<file path="config.mk">
export PLATFORM = sky130hd
export DESIGN_NAME = seq_alu
export DESIGN_NICKNAME = d
export VERILOG_FILES = /design/src/rtl/alu_pkg.sv /design/src/rtl/seq_alu_mul.sv /design/src/rtl/seq_alu.sv
export SDC_FILE = /design/constraint.sdc
export NUM_CORES = 1
export LEC_CHECK = 0
export CORE_AREA = 4 4 53 55
export CTS_BUF_LIST = sky130_fd_sc_hd__clkbuf_16
export CTS_CLUSTER_DIAMETER = 60
export DETAILED_ROUTE_END_ITERATION = 10
export DIE_AREA = 0 0 57 59
export GPL_TIMING_DRIVEN = 0
export PLACE_DENSITY_LB_ADDON = 0.1
export SLEW_MARGIN = 20
export SYNTH_ARGS = -nofsm -noshare
export SYNTH_HDL_FRONTEND = slang
export SYNTH_SLANG_ARGS = --single-unit
</file>
<file path="constraint.sdc">
create_clock -name clk -period 1.4 [get_ports clk]
set_clock_uncertainty 0.2 [all_clocks]
set_input_delay 0.35 -clock clk [delete_from_list [all_inputs] [get_ports clk]]
set_output_delay 0.35 -clock clk [all_outputs]
set_load 0.05 [all_outputs]
</file>
<file path="src/rtl/alu_pkg.sv">
// Shared opcode and FSM state definitions for the sequential ALU.
package alu_pkg;

  typedef enum logic [3:0] {
    OP_AND  = 4'd0,
    OP_OR   = 4'd1,
    OP_NAND = 4'd2,
    OP_NOR  = 4'd3,
    OP_XOR  = 4'd4,
    OP_XNOR = 4'd5,
    OP_NOT  = 4'd6,
    OP_ADD  = 4'd7,
    OP_SUB  = 4'd8,
    OP_MUL  = 4'd9
  } alu_op_e;

  typedef enum logic [1:0] {
    IDLE = 2'd0,
    BUSY = 2'd1,
    DONE = 2'd2
  } alu_state_e;

  localparam int OP_LAST_LEGAL = 9;

endpackage

</file>
<file path="src/rtl/seq_alu_mul.sv">
// Unsigned shift-add multiplier, one partial-product step per cycle.
module seq_alu_mul #(
  parameter int WIDTH = 4
) (
  input  logic               clk,
  input  logic               rst_n,
  input  logic               start,
  input  logic [WIDTH-1:0]   a,
  input  logic [WIDTH-1:0]   b,
  output logic               done,
  output logic [2*WIDTH-1:0] prod
);

  localparam int CW = $clog2(WIDTH);

  logic [WIDTH-1:0]   mcand_q;
  logic [2*WIDTH-1:0] acc_q;
  logic [2*WIDTH-1:0] acc_d;
  logic [CW-1:0]      cnt_q;
  logic               busy_q;
  logic [WIDTH:0]     sum;

  // low half holds the unconsumed multiplier bits
  always_comb begin
    sum = {1'b0, acc_q[2*WIDTH-1:WIDTH]}
        + (acc_q[0] ? {1'b0, mcand_q} : '0);
    acc_d = {sum, acc_q[WIDTH-1:1]};
  end

  // prod is the value after the final step
  assign done = busy_q && (cnt_q == CW'(WIDTH-1));
  assign prod = acc_d;

  always_ff @(posedge clk or negedge rst_n) begin
    if (!rst_n) begin
      mcand_q <= '0;
      acc_q   <= '0;
      cnt_q   <= '0;
      busy_q  <= 1'b0;
    end else if (start) begin
      mcand_q <= a;
      acc_q   <= {{WIDTH{1'b0}}, b};
      cnt_q   <= '0;
      busy_q  <= 1'b1;
    end else if (busy_q) begin
      acc_q <= acc_d;
      cnt_q <= cnt_q + CW'(1);
      if (done) busy_q <= 1'b0;
    end
  end

endmodule

</file>
<file path="src/rtl/seq_alu.sv">
// Registered N-bit ALU with valid/ready handshake and Z/N/C/V flags.
// Define ALU_MUL_EN to enable the multi-cycle unsigned multiply (op 9).
module seq_alu
  import alu_pkg::*;
#(
  parameter int WIDTH = 4
) (
  input  logic             clk,
  input  logic             rst_n,
  input  logic             in_valid,
  output logic             in_ready,
  input  logic [3:0]       op,
  input  logic [WIDTH-1:0] a,
  input  logic [WIDTH-1:0] b,
  output logic             out_valid,
  input  logic             out_ready,
  output logic [WIDTH-1:0] result,
  output logic [WIDTH-1:0] res_hi,
  output logic             flag_z,
  output logic             flag_n,
  output logic             flag_c,
  output logic             flag_v,
  output logic             err_op
);

  alu_state_e state_q, state_d;

  logic             accept;
  logic             is_mul;
  logic             legal;
  logic [WIDTH-1:0] bb;
  logic [WIDTH:0]   sum;
  logic [WIDTH-1:0] r_c;
  logic             c_c, v_c;

  logic [WIDTH-1:0] result_q;
  logic             z_q, n_q, c_q, v_q, err_q;

  assign accept = in_valid && in_ready;

`ifdef ALU_MUL_EN
  logic               mul_done;
  logic [2*WIDTH-1:0] mul_prod;
  logic [WIDTH-1:0]   hi_q;

  assign is_mul = (op == OP_MUL);

  seq_alu_mul #(.WIDTH(WIDTH)) u_mul (
    .clk   (clk),
    .rst_n (rst_n),
    .start (accept && is_mul),
    .a     (a),
    .b     (b),
    .done  (mul_done),
    .prod  (mul_prod)
  );

  always_ff @(posedge clk or negedge rst_n) begin
    if (!rst_n)                hi_q <= '0;
    else if (accept && !is_mul) hi_q <= '0;
    else if (mul_done)         hi_q <= mul_prod[2*WIDTH-1:WIDTH];
  end

  assign res_hi = hi_q;
`else
  assign is_mul = 1'b0;
  assign res_hi = '0;
`endif

  // SUB reuses the adder as a + ~b + 1
  always_comb begin
    legal = (op <= 4'(OP_LAST_LEGAL));
`ifndef ALU_MUL_EN
    if (op == OP_MUL) legal = 1'b0;
`endif
    bb  = (op == OP_SUB) ? ~b : b;
    sum = {1'b0, a} + {1'b0, bb}
        + {{WIDTH{1'b0}}, (op == OP_SUB)};
    r_c = '0;
    c_c = 1'b0;
    v_c = 1'b0;
    case (op)
      OP_AND:  r_c = a & b;
      OP_OR:   r_c = a | b;
      OP_NAND: r_c = ~(a & b);
      OP_NOR:  r_c = ~(a | b);
      OP_XOR:  r_c = a ^ b;
      OP_XNOR: r_c = ~(a ^ b);
      OP_NOT:  r_c = ~a;
      OP_ADD, OP_SUB: begin
        r_c = sum[WIDTH-1:0];
        c_c = sum[WIDTH];
        v_c = (a[WIDTH-1] == bb[WIDTH-1])
           && (sum[WIDTH-1] != a[WIDTH-1]);
      end
      default: ;
    endcase
    if (!legal) begin
      r_c = '0;
      c_c = 1'b0;
      v_c = 1'b0;
    end
  end

  always_ff @(posedge clk or negedge rst_n) begin
    if (!rst_n) state_q <= IDLE;
    else        state_q <= state_d;
  end

  always_comb begin
    state_d = state_q;
    unique case (state_q)
      IDLE, DONE: begin
        if (accept)
          state_d = is_mul ? BUSY : DONE;
        else if (state_q == DONE && out_ready)
          state_d = IDLE;
      end
`ifdef ALU_MUL_EN
      BUSY:    state_d = mul_done ? DONE : BUSY;
`else
      BUSY:    state_d = IDLE;
`endif
      default: state_d = IDLE;
    endcase
  end

  always_comb begin
    in_ready  = (state_q == IDLE)
             || (state_q == DONE && out_ready);
    out_valid = (state_q == DONE);
  end

  always_ff @(posedge clk or negedge rst_n) begin
    if (!rst_n) begin
      result_q <= '0;
      z_q      <= 1'b0;
      n_q      <= 1'b0;
      c_q      <= 1'b0;
      v_q      <= 1'b0;
      err_q    <= 1'b0;
    end else if (accept && !is_mul) begin
      result_q <= r_c;
      z_q      <= legal && (r_c == '0);
      n_q      <= r_c[WIDTH-1];
      c_q      <= c_c;
      v_q      <= v_c;
      err_q    <= !legal;
    end
`ifdef ALU_MUL_EN
    else if (mul_done) begin
      result_q <= mul_prod[WIDTH-1:0];
      z_q      <= (mul_prod == '0);
      n_q      <= mul_prod[2*WIDTH-1];
      c_q      <= 1'b0;
      v_q      <= 1'b0;
      err_q    <= 1'b0;
    end
`endif
  end

  assign result = result_q;
  assign flag_z = z_q;
  assign flag_n = n_q;
  assign flag_c = c_q;
  assign flag_v = v_q;
  assign err_op = err_q;

endmodule

</file>
==> results.md <==
* Status: complete, but fails checks
* Failing checks: negative setup slack
* Multi-input gate area at 802 um^2
* Horizontal die dimension at ~57 um
* Overall Power at about 1.5 mW
* Max-slew headroom at between 50 and 60%
* CTS max path bufs at 2
* Kind of launch point of the worst setup path: primary input
* Proportion of synthesized area in mux cells at 5.87%
* Total of fill cells in the finished design at ~210
* Min Clock Period, post-route at about 2.6 ns
* Power density over cell area at around 920 nW/um^2
* RSZ-0062 raised after global routing: yes
* Synth Area in Compound Gates at 19.5%
* Final period util at 189%
* Post-CTS Hold Buffers at 0
* Proportion of layout cells with a drive suffix above 1 at approximately 33%
* Maximum achievable frequency at approximately 380 MHz
* Most common flop cell mapped by yosys: sky130_fd_sc_hd__dfrtp_1
* Number of buffers inserted during clock tree synthesis at 3
* Detailed Routing Iterations Pass 1 at 3
* Area fraction of the dominant cell type after synthesis at 21.6%
* Post-route non-filler standard cell count at 197
* Endpoints failing hold at 0
* Routed Wire Length at roughly 2500 um
* Maximum fanout along the worst path at 5
* Via count of the routed design at about 990
* Routed WL per cell at between 10 and 15 um
* Total grt overflow at 0
* Clock sink count at 9
* Reg-to-reg critical path startpoint: state_q[1]$_DFFE_PN0P_
* Share of synthesized cell area in full adder, half adder and majority cells at 15.1%
* Xor and xnor area share after synthesis at about 8.4%
* Data required time at the worst endpoint at between 1 and 1.5 ns
* Synthesis-stage register bit count at 9
* Clock-pin slew reported for the worst setup and hold paths after clock tree synthesis at around 0.04 ns
* Origin of the worst setup path: op[1]
* Ant diodes at 0
* Final setup margin at -1.24 ns
* # port buffers at 23
* Final weighted congestion in routability-driven placement at around 0.74
* Actual transition at the worst max-transition pin at approximately 0.66 ns
* Dominant combinational cell family by area after synthesis: compound AO/OA/AOI/OAI gates
* Pin count of the biggest net entering global routing at 11
* Number of rows created at floorplan at 18
* Remaining antenna violation count at 0
* Share of synthesized cell area in and, or, nand and nor gates at roughly 17%
* Tot GR Track Use at between 10% and 20%
* Detail-routed via count per cell at approximately 5
* Top cell types by occurrence after synthesis: sky130_fd_sc_hd__inv_1, sky130_fd_sc_hd__nand2_1, sky130_fd_sc_hd__ha_1, sky130_fd_sc_hd__dfrtp_1, sky130_fd_sc_hd__xnor2_1
* Smallest hold slack at around 0.21 ns
* Area added between synthesis and finish at 54.4%
* Core Area at around 2400 um^2
* Clock root buffer master: sky130_fd_sc_hd__clkbuf_16
* Height of the die at approximately 59 um
* Count of maximum capacitance violations at 0
* Synthesized area per cell at 8.29 um^2
* Wire length of the first global-routing pass at approximately 4200 um
* Number of levels in the clock H-tree at 1
* Setup CP Type: in2reg
* Cell count after synthesis at about 130
* Max-slew violations at 0
* Data arrival at the endpoint of the critical path at roughly 2.6 ns
* Initial core utilization at between 40% and 50%
* Reg area at 226 um^2
* Cell taking the most area after synthesis: sky130_fd_sc_hd__dfrtp_1
* Residual DRC count at 0
* Max rail drop VDD at 0.725 mV
* Accumulated negative setup slack at -6.94 ns
* Placed insts at between 150 and 200
* Distinct cell type count after synthesis at 39
* Die ar. at between 3000 and 4000 um^2
* Sort of element at the end of the critical path: flip-flop
* EDFF count, synth at 0
* Final std cell area, no fill at between 1500 and 2000 um^2
* Dpl hpwl at 1830 um
* Share of the yosys chip area belonging to registers at 21.6%
* Number of antenna violations at the first check in global routing at 0
* TritonCTS clock tree: done
* Total number of yosys warnings at 0
* Proportion of register bits with asynchronous set or reset after synthesis at 100%
* Total setup violations reported at the end of the flow at 10
* Final-stage net count at slightly below 200
* Number of design-rule violations left by the first detailed-router iteration at 14
* Combined area of all synthesized cells at around 1000 um^2
* Top area cells in the synthesized netlist: sky130_fd_sc_hd__dfrtp_1, sky130_fd_sc_hd__ha_1, sky130_fd_sc_hd__xnor2_1
* Via count of the first global-routing pass at between 900 and 1k
* Top Ports at 31
* Worst hold-check path type: in2async
* Area post-placement at about 1400 um^2
* Clock network latency to the later pin of the worst-skew pair at roughly 0.23 ns
* Leak Pwr at 0.771 nW
## power breakdown
group	switching, mW	internal (mW)
logic	0.380	0.294
clock network	0.122	0.373
registers	0.0203	0.294
## state kept, by name (all words and copies together) (netlist names)
register	flops
flag_c	1
result	4
err_op	1
flag_z	1
flag_v	1
state_q	1
## cells by family after synthesis
family,count (synthesis)
buf+inv,25
mux,6
other cells,1
fa+ha+maj,12
flops,9
simple gates,33
xor+xnor,10
compound gates,30
## cell type report
type | instances | area share (%)
tap | 30 | 2.33
timing repair buffer | 35 | 19.9
inverter | 12 | 2.79
clock buffer | 3 | 4.65
buffer | 12 | 6.28
sequential | 9 | 14.0
clock inverter | 1 | 0.233
multi-input combinational | 95 | 49.7
## layout by cell type (no fill, tap or decap), types with 2 or more instances in the layout
cell	instances
sky130_fd_sc_hd__a211oi_1	2
sky130_fd_sc_hd__a21o_1	2
sky130_fd_sc_hd__a21oi_1	7
sky130_fd_sc_hd__buf_2	2
sky130_fd_sc_hd__buf_4	19
sky130_fd_sc_hd__buf_6	6
sky130_fd_sc_hd__buf_8	3
sky130_fd_sc_hd__clkbuf_16	3
sky130_fd_sc_hd__clkbuf_4	6
sky130_fd_sc_hd__clkdlybuf4s50_1	8
sky130_fd_sc_hd__conb_1	4
sky130_fd_sc_hd__dfrtp_1	8
sky130_fd_sc_hd__ha_1	9
sky130_fd_sc_hd__inv_1	13
sky130_fd_sc_hd__mux2i_1	5
sky130_fd_sc_hd__nand2_1	12
sky130_fd_sc_hd__nand2b_1	4
sky130_fd_sc_hd__nor2_1	4
sky130_fd_sc_hd__nor2b_1	2
sky130_fd_sc_hd__nor3b_1	2
sky130_fd_sc_hd__o21ai_0	5
sky130_fd_sc_hd__o21ai_2	2
sky130_fd_sc_hd__o31ai_1	3
sky130_fd_sc_hd__xnor2_1	7
sky130_fd_sc_hd__xor2_1	2
## metal layers
| layer | wire length [um] | global-route usage [%] |
|---|---|---|
| met1 | 982 | 17.0 |
| met2 | 1350 | 30.5 |
| met3 | 135 | 3.49 |
| met4 | 45 | 6.95 |
| met5 | 0 | 0 |
## worst max-delay path, cell delays in order
cell	delay (ns)
sky130_fd_sc_hd__buf_12	0.10
sky130_fd_sc_hd__or4b_4	0.59
sky130_fd_sc_hd__xnor2_4	0.25
sky130_fd_sc_hd__ha_4	0.24
sky130_fd_sc_hd__a31oi_4	0.15
sky130_fd_sc_hd__o21ai_2	0.08
sky130_fd_sc_hd__a21oi_2	0.19
sky130_fd_sc_hd__xor2_1	0.19
sky130_fd_sc_hd__o22ai_2	0.10
sky130_fd_sc_hd__mux2_4	0.30
## what timing repair did
action,in CTS,in global routing
setup buffers,6,6
setup endpoints to repair,19,18
pin swaps,8,13
gates resized for setup,89,25
gates cloned,0,0
## worst paths after layout
kind / end / cells after the start / slack [ns]
hold / removal: result[0]$_DFFE_PN0P_ / 1 / 0.21
hold reg to reg: flag_c$_DFFE_PN0P_ / 2 / 0.27
min in group clk: err_op$_DFFE_PN0P_ / 3 / 0.22
setup reg to reg: flag_z$_DFFE_PN0P_ / 5 / -0.07
max in group asynchronous: state_q[1]$_DFFE_PN0P_ / 1 / 0.49
setup / recovery: result[3]$_DFFE_PN0P_ / 10 / -1.24
## through the flow
step	worst slack, ns	utilization (%)
4_1_cts	-1.23	62.8
5_1_grt	-1.32	67.6
2_1_floorplan	-1.44	-
3_3_place_gp	-1.93	57.0
3_5_place_dp	-1.94	57.0
6_report	-1.24	67.6
Note: power is estimated with default switching activity, not from simulation.
